File: src/rtl/approx_adder_pkg.sv
// Shared defaults, scheduler state encoding and a constant clog2 helper
// for the approximate-adder round-robin scheduler.
package approx_adder_pkg;

  localparam int WIDTH_DEF       = 8;
  localparam int APPROX_BITS_DEF = 1;

  typedef enum logic {
    IDLE = 1'b0,
    HOLD = 1'b1
  } state_t;

  function automatic int clog2(input int n);
    int r;
    r = 0;
    for (int i = 0; i < 31; i++) begin
      if ((1 << i) < n) r = i + 1;
    end
    return r;
  endfunction

endpackage

File: src/rtl/approx_or_adder_core.sv
// Combinational adder: ripple full-adder chain, with the low APPROX_BITS
// replaced by a carry-free OR when approx is set.
module approx_or_adder_core
  import approx_adder_pkg::*;
#(
  parameter int WIDTH       = WIDTH_DEF,
  parameter int APPROX_BITS = APPROX_BITS_DEF
) (
  input  logic [WIDTH-1:0] a,
  input  logic [WIDTH-1:0] b,
  input  logic             cin,
  input  logic             approx,
  output logic [WIDTH-1:0] sum,
  output logic             cout
);

  logic [WIDTH:0] c;

  // carry-in is ignored in approximate mode
  assign c[0] = cin & ~approx;

  for (genvar i = 0; i < WIDTH; i++) begin : g_bit
    logic fa_s;
    logic fa_co;
    assign fa_s  = a[i] ^ b[i] ^ c[i];
    assign fa_co = (a[i] & b[i]) | (c[i] & (a[i] ^ b[i]));

    if (i < APPROX_BITS) begin : g_lsb
      assign sum[i] = approx ? (a[i] | b[i]) : fa_s;
      // top OR bit feeds its AND into the exact upper part as c_k
      if (i == APPROX_BITS - 1) begin : g_ck
        assign c[i+1] = approx ? (a[i] & b[i]) : fa_co;
      end else begin : g_cz
        assign c[i+1] = approx ? 1'b0 : fa_co;
      end
    end else begin : g_msb
      assign sum[i] = fa_s;
      assign c[i+1] = fa_co;
    end
  end

  assign cout = c[WIDTH];

endmodule

File: src/rtl/approx_adder_rr_scheduler.sv
// Round-robin arbiter sharing one approximate adder among N_REQ requesters,
// with a single-entry registered valid/ready response stage.
module approx_adder_rr_scheduler
  import approx_adder_pkg::*;
#(
  parameter int WIDTH       = WIDTH_DEF,
  parameter int N_REQ       = 4,
  parameter int ID_W        = clog2(N_REQ),
  parameter int APPROX_BITS = APPROX_BITS_DEF
) (
  input  logic                   clk,
  input  logic                   rst_n,
  input  logic [N_REQ-1:0]       req_valid,
  output logic [N_REQ-1:0]       req_ready,
  input  logic [N_REQ*WIDTH-1:0] req_a,
  input  logic [N_REQ*WIDTH-1:0] req_b,
  input  logic [N_REQ-1:0]       req_cin,
  input  logic [N_REQ-1:0]       req_approx,
  output logic                   rsp_valid,
  input  logic                   rsp_ready,
  output logic [WIDTH-1:0]       rsp_sum,
  output logic                   rsp_cout,
  output logic [ID_W-1:0]        rsp_id
);

  state_t           state_q, state_d;
  logic [ID_W-1:0]  rr_ptr_q, rr_ptr_d;
  logic [ID_W-1:0]  rsp_id_q, rsp_id_d;
  logic [WIDTH-1:0] rsp_sum_q, rsp_sum_d;
  logic             rsp_cout_q, rsp_cout_d;

  logic             grant_vld;
  logic [ID_W-1:0]  grant_idx;
  logic             accept_en;
  logic             xfer;
  logic [WIDTH-1:0] core_sum;
  logic             core_cout;

  // Descending scan so the smallest offset from rr_ptr wins without a break.
  always_comb begin
    grant_vld = 1'b0;
    grant_idx = '0;
    for (int off = N_REQ - 1; off >= 0; off--) begin
      if (req_valid[(int'(rr_ptr_q) + off) % N_REQ]) begin
        grant_vld = 1'b1;
        grant_idx = ID_W'((int'(rr_ptr_q) + off) % N_REQ);
      end
    end
  end

  assign accept_en = rst_n & ((state_q == IDLE) | ((state_q == HOLD) & rsp_ready));
  assign xfer      = accept_en & grant_vld;
  assign req_ready = xfer ? (N_REQ'(1) << grant_idx) : '0;

  approx_or_adder_core #(
    .WIDTH      (WIDTH),
    .APPROX_BITS(APPROX_BITS)
  ) u_core (
    .a     (req_a[grant_idx*WIDTH +: WIDTH]),
    .b     (req_b[grant_idx*WIDTH +: WIDTH]),
    .cin   (req_cin[grant_idx]),
    .approx(req_approx[grant_idx]),
    .sum   (core_sum),
    .cout  (core_cout)
  );

  always_comb begin
    state_d    = state_q;
    rr_ptr_d   = rr_ptr_q;
    rsp_id_d   = rsp_id_q;
    rsp_sum_d  = rsp_sum_q;
    rsp_cout_d = rsp_cout_q;
    if (xfer) begin
      state_d    = HOLD;
      rr_ptr_d   = ID_W'((int'(grant_idx) + 1) % N_REQ);
      rsp_id_d   = grant_idx;
      rsp_sum_d  = core_sum;
      rsp_cout_d = core_cout;
    end else if ((state_q == HOLD) && rsp_ready) begin
      state_d = IDLE;
    end
  end

  always_ff @(posedge clk) begin
    if (!rst_n) begin
      state_q    <= IDLE;
      rr_ptr_q   <= '0;
      rsp_id_q   <= '0;
      rsp_sum_q  <= '0;
      rsp_cout_q <= 1'b0;
    end else begin
      state_q    <= state_d;
      rr_ptr_q   <= rr_ptr_d;
      rsp_id_q   <= rsp_id_d;
      rsp_sum_q  <= rsp_sum_d;
      rsp_cout_q <= rsp_cout_d;
    end
  end

  assign rsp_valid = (state_q == HOLD);
  assign rsp_sum   = rsp_sum_q;
  assign rsp_cout  = rsp_cout_q;
  assign rsp_id    = rsp_id_q;

endmodule

File: config.mk
export PLATFORM = sky130hd
export DESIGN_NAME = approx_adder_rr_scheduler
export DESIGN_NICKNAME = d
export VERILOG_FILES = /design/src/rtl/approx_adder_pkg.sv /design/src/rtl/approx_or_adder_core.sv /design/src/rtl/approx_adder_rr_scheduler.sv
export SDC_FILE = /design/constraint.sdc
export NUM_CORES = 1
export LEC_CHECK = 0
export ABC_AREA = 1
export BUFFER_PORTS_ARGS = -buffer_cell sky130_fd_sc_hd__buf_2
export CAP_MARGIN = 20
export CORE_MARGIN = 5
export CORE_UTILIZATION = 41
export CTS_CLUSTER_SIZE = 24
export DETAILED_ROUTE_END_ITERATION = 16
export GPL_ROUTABILITY_DRIVEN = 1
export GPL_TIMING_DRIVEN = 0
export HOLD_SLACK_MARGIN = 0.1
export PLACE_DENSITY = 0.79
export SLEW_MARGIN = 40
export SYNTH_ARGS = -nofsm -noshare
export SYNTH_HDL_FRONTEND = slang
export SYNTH_SLANG_ARGS = --single-unit
File: constraint.sdc
create_clock -name clk -period 4.7 [get_ports clk]
set_input_delay 0.235 -clock clk [delete_from_list [all_inputs] [get_ports clk]]
set_output_delay 0.235 -clock clk [all_outputs]
set_load 0.03 [all_outputs]
==> metrics.csv, run 1 <==
metric;value;unit
antenna cells;0;
core area;4290;µm²
DRT Pass-1 Iters;4;
r2r setup slk;-0.006;ns
Hold Buf Count CTS;0;
layout net count;480;
CP delay by family, top;adder cells;
Final Hold Slack;0.262;ns
Die Y;76.2;µm
final wirelength;5.50;mm
die area;5810;µm²
Skew-Pair Late Insertion Delay;0.24;ns
Hold WC Path Type;in2reg;
area occupied by multi-input gates;1360;µm²
Final Hold Fails;0;
Rel. slew slack;73.9;%
Mapped Nets;372;
clk root buf;clkbuf_8;
hpwl dp;4.28;mm
Design Power;2.12;mW
vias in the first global route;2088;
max-capacitance violation count;0;
synthesized area;1800;µm²
DR iter-0 viols;141;
Post-Synthesis Cells;279;
Int Power;1.00;mW
arrival time at the worst endpoint;4.84;ns
part of the power in registers;9.1;%
first-pass GRT wire length;8.98;mm
CP Data Required Time;4.84;ns
fin cells;438;
sequential fraction of the synthesis area;15.6;%
DR vias/cell;4.96;
skew final;0.00388;ns
crit end category;register;
worst-path fanout max;9;
final setup vio count;1;
status;complete, but fails checks;
failing checks;negative setup slack;
synth unique cells;30;
fmax;0.213;GHz
post-route minimum period;4.71;ns
most used cell, CP;fa_2;
net switching power;1.12;mW
number of port buffers;94;
slowest stage delay, CP;0.42;ns
Sink Count;14;
pin count of the biggest net entering global routing;12;
die width;76.2;µm
Area growth syn-to-layout;42.1;%
Worst Path Buf+Inv;6;
RSZ-0062 raised after global routing;true;
Switching Share;52.7;%
period utilisation layout;100;%
initial core utilization;41.9;%
Final Wtd Congestion;0.902;
PwrDens;829;nW/µm²
fraction of layout cells with a size suffix above 1;44.8;%
Total GRT Usage;18.0;%
Yosys reg bits;14;
CTS Buffer Depth;2;
placed cell count;425;
final setup margin;-0.00566;ns
Clk network pwr share;5.5;%
H-tree Lvls;1;
Max VDD drop;0.398;mV
CP Class;reg2reg;
Fillers;413;
combinational power share;85.4;%
DRC;0;
antenna-violating nets left;0;
leakage power;1.42;nW
initial antenna violation count;0;
GRT Residual Overflow;0;
synthesis warning total;0;
IO Pins;95;
Avg WL per Cell;12.6;µm
Vias;2173;
mean post-synth cell area;6.45;µm²
register clock-pin slew on the reported worst setup and hold paths;0.06;ns
CTS tree;done;
worst-margin pin slew;0.391;ns
Std-Cell Rows;24;
Worst setup SP type;register;
Register Area;283;µm²
CP max stage cell;fa_2;
cts bufs inserted;3;
Pins Over Slew Limit;0;
## worst paths after layout
path          startpoint     endpoint  cells past startpoint
max          rr_ptr_q[0]   rsp_sum[7]                     29
min                rst_n  rr_ptr_q[1]                      3
max reg2reg  rr_ptr_q[0]   rsp_sum[7]                     29
min reg2reg   rsp_sum[0]   rsp_sum[0]                      2
## stage by stage
step / utilization (%) / worst slack (ns) / setup TNS (ns) / cell area, µm²
finish: 59.5 / -0.00566 / -0.00566 / 2560
global placement: 54.4 / -0.0579 / -0.0579 / 2330
floorplan: - / 0.219 / 0 / 1800
global route: 59.5 / -0.245 / -0.245 / 2560
detailed placement: 54.4 / -0.0969 / -0.0969 / 2330
CTS: 58.7 / 0.0105 / 0 / 2520
## cell usage after synthesis
cell / number / share of area, %
o22ai_2: 3 / 2.1
inv_8: 1 / 0.63
inv_2: 4 / 0.83
or2_1: 1 / 0.35
nand2_4: 4 / 2.5
a21oi_1: 8 / 2.2
nand2_1: 92 / 19
buf_2: 3 / 0.83
o21ai_0: 13 / 3.6
dfxtp_1: 14 / 16
inv_1: 21 / 4.4
clkbuf_1: 1 / 0.21
buf_6: 4 / 2.5
a21boi_4: 1 / 1.0
nor2_1: 19 / 4.0
o22ai_1: 1 / 0.35
fa_1: 8 / 8.9
a21oi_2: 1 / 0.49
nand3_2: 5 / 2.8
buf_8: 1 / 0.83
inv_4: 1 / 0.35
o211ai_2: 1 / 0.70
nand3_1: 38 / 11
o21ai_1: 4 / 1.1
a32oi_2: 1 / 0.90
nand3b_1: 2 / 0.83
buf_4: 5 / 2.1
o21ai_2: 3 / 1.5
ha_1: 6 / 4.2
nand2_2: 13 / 4.5
## placed cells by master, fill, tap and decap left out, types with 2 or more instances in the layout
| cell | instances |
|---|---|
| nand2_2 | 14 |
| ha_1 | 6 |
| nand3_1 | 37 |
| dfxtp_1 | 12 |
| nand3b_1 | 2 |
| buf_2 | 98 |
| nand2_4 | 6 |
| buf_6 | 3 |
| nand3_2 | 3 |
| a21oi_1 | 8 |
| fa_2 | 8 |
| nand2_1 | 89 |
| o21ai_1 | 4 |
| buf_4 | 12 |
| clkbuf_8 | 4 |
| buf_8 | 2 |
| o21ai_0 | 13 |
| inv_2 | 5 |
| dfxtp_2 | 2 |
| nor2_1 | 19 |
| o22ai_2 | 3 |
| inv_1 | 20 |
| o21ai_2 | 3 |
| nand3_4 | 3 |
## final cells by class
cell class | instances | area share [%]
Buffer | 14 | 4.70
Clock buffer | 4 | 2.15
Inverter | 27 | 4.55
Multi-Input combinational cell | 224 | 53.1
Sequential cell | 14 | 11.1
Tap cell | 52 | 2.55
Timing Repair Buffer | 103 | 21.9
## tightest hold or removal path, delay by kind of cell
kind	cells	cell delay, ns
buffers and inverters	1	0.12
AO/OA/AOI/OAI	2	0.11
## per-layer routing
metal,global-route usage (%),vias to the layer above,wire length [µm]
li1,-,1108,-
met1,23.0,979,2390
met2,30.1,82,2600
met3,4.49,4,477
met4,4.55,0,36
met5,0,-,0
## power groups by stage
stage          sequential, mW  clock (mW)  combinational, mW
2_1_floorplan           0.267           0               1.16
3_3_place_gp            0.192           0               1.58
3_5_place_dp            0.193           0               1.60
4_1_cts                 0.192       0.118               1.77
5_1_grt                 0.196       0.122               2.04
6_report                0.193       0.116               1.81
## repair_timing
action	4_1_cts	5_1_grt
setup buffers	6	1
gates cloned	2	0
setup endpoints to repair	1	2
gates resized for setup	13	9
pin swaps	3	0
## sequential cells by signal, summed over array words and instances, names as in the netlist
signal / flops
rsp_valid: 1
rsp_cout: 1
rr_ptr_q: 2
rsp_id: 2
rsp_sum: 8
## cell families (layout without fill, tap and decap cells)
logic type      after synthesis  after routing  synth area share (%)
compound gates               36             36                  14.0
flops                        14             14                  15.6
simple gates                174            174                  44.7
fa+ha+maj                    14             14                  13.1
buf+inv                      41            148                  12.7
No activity file was read; power rests on OpenSTA's default activity.
==> inputs of run 2 (changes only) <==
CORE_UTILIZATION = 45   (was 41)
PLACE_DENSITY = 0.82   (was 0.79)
clock period = 4.5 ns   (was 4.7 ns; I/O delays follow)
==> run 2 against run 1 <==
Compared with the run above: the flow still finishes with violations (negative setup slack); hold slack gained 0.0059 ns; die area shrank 7.8%; sequential power grew 5%; flip-flop and latch count is the same; non-clock buffer count shrank 1; critical path depth shrank 3; largest cell class unchanged; final area shrank 1.5%; global-route usage grew 1.2 points.
==> metrics.csv, run 2 (synthesized netlist as in run 1, its figures left out) <==
metric;value;unit;change
initial core utilization;45.6;%;was 41.9%
initial antenna violation count;0;;unchanged
Design Power;2.13;mW;was 2.12 mW
r2r endpoint;rsp_sum[7];;unchanged
fraction of layout cells with a size suffix above 1;44.2;%;was 44.8%
final wirelength;5.11;mm;was 5.50 mm
number of port buffers;94;;unchanged
hpwl dp;4.12;mm;was 4.28 mm
antenna cells;0;;unchanged
final setup margin;-0.0575;ns;was -0.00566 ns
CTS tree;done;;unchanged
worst hold stages;3;;unchanged
Skew-Pair Late Insertion Delay;0.25;ns;was 0.24 ns
reg2reg start;rr_ptr_q[0];;unchanged
layout net count;479;;was 480
DR iter-0 viols;117;;was 141
Reg2Reg Depth;26;;was 29
Total GRT Usage;19.2;%;was 18.0%
CP max stage cell;fa_1;;was fa_2
vias in the first global route;1984;;was 2088
DRC;0;;unchanged
period utilisation layout;101;%;was 100%
antenna-violating nets left;0;;unchanged
fmax;0.219;GHz;was 0.213 GHz
Rel. slew slack;73.0;%;was 73.9%
most used cell, CP;fa_2;;unchanged
crit end category;register;;unchanged
Std-Cell Rows;23;;was 24
Hold Buf Count CTS;0;;unchanged
commonest non-fill, non-tap cell in the layout;buf_2;;unchanged
clk root buf;clkbuf_8;;unchanged
commonest cells after routing, fill and taps aside;buf_2, nand2_1, nand3_1, inv_1, nor2_1;;unchanged
Worst setup SP type;register;;unchanged
CP Data Required Time;4.64;ns;was 4.84 ns
skew final;0.00360;ns;was 0.00388 ns
die width;73.2;µm;was 76.2 µm
fin cells;435;;was 438
arrival time at the worst endpoint;4.70;ns;was 4.84 ns
post-route minimum period;4.56;ns;was 4.71 ns
die area;5360;µm²;was 5810 µm²
CP Class;reg2reg;;unchanged
Die Y;73.2;µm;was 76.2 µm
Worst Path Buf+Inv;5;;was 6
slowest stage delay, CP;0.40;ns;was 0.42 ns
pin count of the biggest net entering global routing;12;;unchanged
worst-path fanout max;9;;unchanged
Final Hold Fails;0;;unchanged
Pins Over Slew Limit;0;;unchanged
Max VDD drop;0.442;mV;was 0.398 mV
DRT Pass-1 Iters;4;;unchanged
Avg WL per Cell;11.7;µm;was 12.6 µm
CP startpoint;rr_ptr_q[0];;unchanged
PwrDens;844;nW/µm²;was 829 nW/µm²
failing checks;negative setup slack;;unchanged
Sink Count;14;;unchanged
CP delay by family, top;adder cells;;unchanged
RSZ-0062 raised after global routing;true;;unchanged
IO Pins;95;;unchanged
first-pass GRT wire length;8.33;mm;was 8.98 mm
cts bufs inserted;3;;unchanged
Area growth syn-to-layout;40.0;%;was 42.1%
crit path capture;rsp_sum[7];;unchanged
r2r setup slk;-0.06;ns;was -0.006 ns
core area;3940;µm²;was 4290 µm²
Hold WC Path Type;in2reg;;unchanged
DR vias/cell;4.83;;was 4.96
CTS Buffer Depth;2;;unchanged
GRT Residual Overflow;0;;unchanged
max-capacitance violation count;0;;unchanged
max reg flops;8;;unchanged
final core occ;63.9;%;was 59.5%
register clock-pin slew on the reported worst setup and hold paths;0.06;ns;about the same
Crit path depth;26;;was 29
leakage power;1.40;nW;was 1.42 nW
placed cell count;423;;was 425
Final Wtd Congestion;0.774;;was 0.902
final setup vio count;1;;unchanged
status;complete, but fails checks;;unchanged
Vias;2100;;was 2173
worst-margin pin slew;0.400;ns;was 0.391 ns
H-tree Lvls;1;;unchanged
## run 2: cell types whose count changed in the layout (fill, tap and decap cells not counted), moves of 2 or more
cell	previous run	this run
fa_1	0	3
fa_2	8	5
nand2_4	6	4
nand3_2	3	6
nand3_4	3	1
## run 2: tightest hold or removal path, cell delays in order
cell and delay [ns]:
buf_2 0.12, inv_1 0.08, a21oi_1 0.04
## run 2: worst min-delay path by stage
stage / end / slack [ns] / from
after CTS: rsp_sum[4] / 0.27 / rst_n
after global routing: rsp_sum[4] / 0.28 / rst_n
after global placement: rsp_id[0] / 0.45 / rsp_id[0]
after detailed placement: rsp_id[0] / 0.46 / rsp_id[0]
after floorplan: rr_ptr_q[1] / 0.36 / rst_n
final: rsp_id[0] / 0.27 / rst_n
## run 2: layout make-up
cell class | instances | area [µm²]
buffer | 14 | 124
inverter | 27 | 111
fill | 372 | 1420
timing repair buffer | 102 | 528
clock buffer | 4 | 55.1
multi-input combinational | 224 | 1360
tap | 50 | 62.6
sequential | 14 | 283
## run 2: report_power, final
group / switching, mW / internal (mW) / total (mW)
clock: 0.0460 / 0.0775 / 0.124
sequential: 0.0270 / 0.176 / 0.203
combinational: 1.06 / 0.740 / 1.80
## run 2: metrics by stage
stage | setup slack (ns) | hold WS, ns | area, µm² | setup TNS [ns]
finish | -0.0575 | 0.268 | 2520 | -0.0575
global placement | -0.216 | 0.455 | 2330 | -0.216
global route | -0.319 | 0.283 | 2520 | -0.353
floorplan | 0.0194 | 0.363 | 1800 | 0
detailed placement | -0.285 | 0.456 | 2330 | -0.289
CTS | -0.0534 | 0.265 | 2450 | -0.0534
## run 2: repair_timing
item,in CTS,in global routing
gates resized for setup,11,9
cloned,1,0
pin swaps,4,4
setup endpoints to repair,2,3
setup buffers,3,4
## run 2: per-layer routing
layer / part of all wire [%] / vias to the layer above / track usage (%)
met1: 40 / 915 / 24.5
met2: 51 / 79 / 33.6
met5: 0 / - / 0
met3: 7.5 / 6 / 2.75
li1: - / 1100 / -
met4: 0.96 / 0 / 5.12
==> inputs of run 3 (changes only) <==
PLACE_DENSITY = 0.81   (was 0.82)
SYNTH_HIERARCHICAL = 1   (was unset)
==> run 3 against run 2 <==
Compared with the run above: the run still ends with negative setup slack left; non-clock buffer count grew 15; flip-flop and latch count is the same; combinational power is 30% higher.
==> metrics.csv, run 3 <==
metric;value;unit;change
core area;4090;µm²;was 3940 µm²
DRC;0;;unchanged
Rel. slew slack;73.9;%;was 73.0%
Design Power;2.67;mW;was 2.13 mW
status;complete, but fails checks;;unchanged
Register Area;285;µm²;was 283 µm²
cts bufs inserted;3;;unchanged
period utilisation layout;109;%;was 101%
CTS tree;done;;unchanged
Final Hold Fails;0;;unchanged
die area;5720;µm²;was 5360 µm²
fin area;2880;µm²;was 2520 µm²
Pins Over Slew Limit;0;;unchanged
worst-margin pin slew;0.391;ns;was 0.400 ns
synthesis warning total;6;;was 0
clk root buf;clkbuf_8;;unchanged
fin cells;478;;was 435
sequential fraction of the synthesis area;14.5;%;was 15.6%
Area growth syn-to-layout;48.9;%;was 40.0%
placed cell count;458;;was 423
DRT Pass-1 Iters;4;;unchanged
Hold Buf Count CTS;0;;unchanged
Min-Delay Startpoint;rst_n;;unchanged
fmax;0.203;GHz;was 0.219 GHz
synthesized area;1940;µm²;was 1800 µm²
CP startpoint;rr_ptr_q[0];;unchanged
adder and majority cell fraction of the synthesized area;9.56;%;was 13.1%
pin count of the biggest net entering global routing;11;;was 12
Max VDD drop;0.456;mV;was 0.442 mV
Post-Synthesis Cells;314;;was 279
Synth Flop Type;dfxtp_1;;unchanged
mean post-synth cell area;6.17;µm²;was 6.45 µm²
number of synthesized flops with an enable pin;0;;unchanged
largest family of logic cells by synthesized area;simple AND/OR/NAND/NOR gates;;unchanged
hold endpoint;rsp_id[1];;was rsp_id[0]
CP Class;reg2reg;;unchanged
layout net count;518;;was 479
reg2reg start;rr_ptr_q[0];;unchanged
most frequent cells after synthesis;nand2_1, inv_1, nand2_2;;was nand2_1, nand3_1, inv_1
antenna cells;0;;unchanged
final setup margin;-0.415;ns;was -0.0575 ns
Mapped Nets;403;;was 372
CP max stage cell;fa_2;;was fa_1
Fillers;343;;was 372
RSZ-0062 raised after global routing;true;;unchanged
Final Wtd Congestion;0.933;;was 0.774
commonest cells after routing, fill and taps aside;nand2_1, buf_2, nand2_2, inv_1, buf_4;;was buf_2, nand2_1, nand3_1, inv_1, nor2_1
largest area contributor in the netlist;nand2_1;;unchanged
Final Hold Slack;0.252;ns;was 0.268 ns
Post-Synth Simple-Gate Area;44.3;%;was 44.7%
CP Data Required Time;4.70;ns;was 4.64 ns
Total GRT Usage;21.9;%;was 19.2%
DR vias/cell;4.79;;was 4.83
placed cell areas;2490;µm²;was 2330 µm²
synth unique cells;23;;was 30
top-count cell post-synth;nand2_1;;unchanged
arrival time at the worst endpoint;5.12;ns;was 4.70 ns
post-route minimum period;4.91;ns;was 4.56 ns
Synth Area in Compound Gates;13.5;%;was 14.0%
fraction of layout cells with a size suffix above 1;52.8;%;was 44.2%
CTS Buffer Depth;2;;unchanged
IO Pins;95;;unchanged
Vias;2290;;was 2100
Avg WL per Cell;13.1;µm;was 11.7 µm
Die Y;75.6;µm;was 73.2 µm
slowest stage delay, CP;0.43;ns;was 0.40 ns
final wirelength;6.26;mm;was 5.11 mm
failing checks;negative setup slack;;unchanged
crit end category;register;;unchanged
initial antenna violation count;0;;unchanged
r2r endpoint;rsp_sum[7];;unchanged
H-tree Lvls;1;;unchanged
Reg2Reg Depth;28;;was 26
PwrDens;926;nW/µm²;was 844 nW/µm²
GRT Residual Overflow;0;;unchanged
fraction of synthesized area in multiplexers;0;%;unchanged
area occupied by multi-input gates;1450;µm²;was 1360 µm²
Hold WC Path Type;in2reg;;unchanged
max-capacitance violation count;0;;unchanged
r2r setup slk;-0.41;ns;was -0.06 ns
initial core utilization;47.4;%;was 45.6%
final setup vio count;2;;was 1
first-pass GRT wire length;9.76;mm;was 8.33 mm
final core occ;70.6;%;was 63.9%
worst-path fanout max;10;;was 9
register clock-pin slew on the reported worst setup and hold paths;0.06;ns;about the same
Yosys reg bits;14;;unchanged
antenna-violating nets left;0;;unchanged
Synth Area in XOR/XNOR;0;%;unchanged
Sink Count;14;;unchanged
skew final;0.00578;ns;was 0.00360 ns
Synth top area share;28.9;%;was 19.2%
vias in the first global route;2341;;was 1984
commonest non-fill, non-tap cell in the layout;nand2_1;;was buf_2
Worst setup SP type;register;;unchanged
Skew-Pair Late Insertion Delay;0.25;ns;about the same
worst hold stages;3;;unchanged
leakage power;1.70;nW;was 1.40 nW
max reg flops;8;;unchanged
number of port buffers;94;;unchanged
ranking of synthesized cells by area;nand2_1, dfxtp_1, o211ai_2;;was nand2_1, dfxtp_1, nand3_1
DR iter-0 viols;79;;was 117
Std-Cell Rows;23;;unchanged
hpwl dp;4.53;mm;was 4.12 mm
most used cell, CP;fa_2;;unchanged
post-synthesis async set-or-reset flop share;0;%;unchanged
die width;75.6;µm;was 73.2 µm
run 3: changes by cell type in the layout (fill, tap and decap cells not counted), sizes merged, moves of 6 or more:
cell / before / now
nand2: 109 / 174
o211ai: 1 / 18
nand3: 43 / 16
nor2: 19 / 8
o21ai: 20 / 2
buf: 115 / 130
a21oi: 9 / 3
inv: 27 / 45
run 3: layout make-up:
cell class                 instances  share of cell area, %
multi-input combinational        233                   50.4
inverter                          46                   6.25
clock buffer                       4                   1.91
sequential                        14                   9.89
timing repair buffer             111                   21.4
tap                               50                   2.17
buffer                            20                   7.98
run 3: worst max path at each step:
stage / slack [ns] / depth (start not counted) / endpoint
floorplan: -0.14 / 27 / rsp_sum[7]
CTS: -0.34 / 27 / rsp_sum[7]
global route: -0.58 / 28 / rsp_sum[7]
finish: -0.41 / 28 / rsp_sum[7]
global placement: -0.43 / 30 / rsp_sum[7]
detailed placement: -0.54 / 30 / rsp_sum[7]
run 3: metrics by stage:
stage               worst slack [ns]  setup TNS [ns]
floorplan                     -0.143          -0.143
global placement              -0.427          -0.682
detailed placement            -0.536          -0.983
CTS                           -0.335          -0.388
global route                  -0.584          -0.977
finish                        -0.415          -0.542
run 3: power by group:
part,switching (mW),internal [mW]
clock,0.0469,0.0777
sequential,0.0267,0.178
combinational,1.23,1.11
total,1.31,1.36
run 3: critical path, delay by kind of cell, from the launching register on:
kind                       cells  cell delay (ns)
adders and majority gates      8             2.74
AOI/OAI and AO/OA              3             0.38
buffers and inverters          9             0.89
and+or+nand+nor                8             0.51
DFF                            1             0.33
run 3: routing by layer:
layer	global-route usage (%)	vias up	part of all wire, %
met5	0	-	0
met4	10.3	0	3.5
met3	2.37	24	7.4
met2	38.7	99	49
met1	26.4	994	40
li1	-	1173	-
run 3: what timing repair did:
| item | 4_1_cts | 5_1_grt |
|---|---|---|
| pin swaps | 10 | 3 |
| endpoints found under the setup margin | 3 | 3 |
| gates cloned | 1 | 0 |
| resized for setup | 42 | 24 |
| setup buffers | 13 | 3 |
run 3: kinds of logic after synthesis:
group                      count (synthesis)
AOI/OAI and AO/OA                         23
adders and majority gates                 10
buffers and inverters                     67
DFF                                       14
and+or+nand+nor                          200
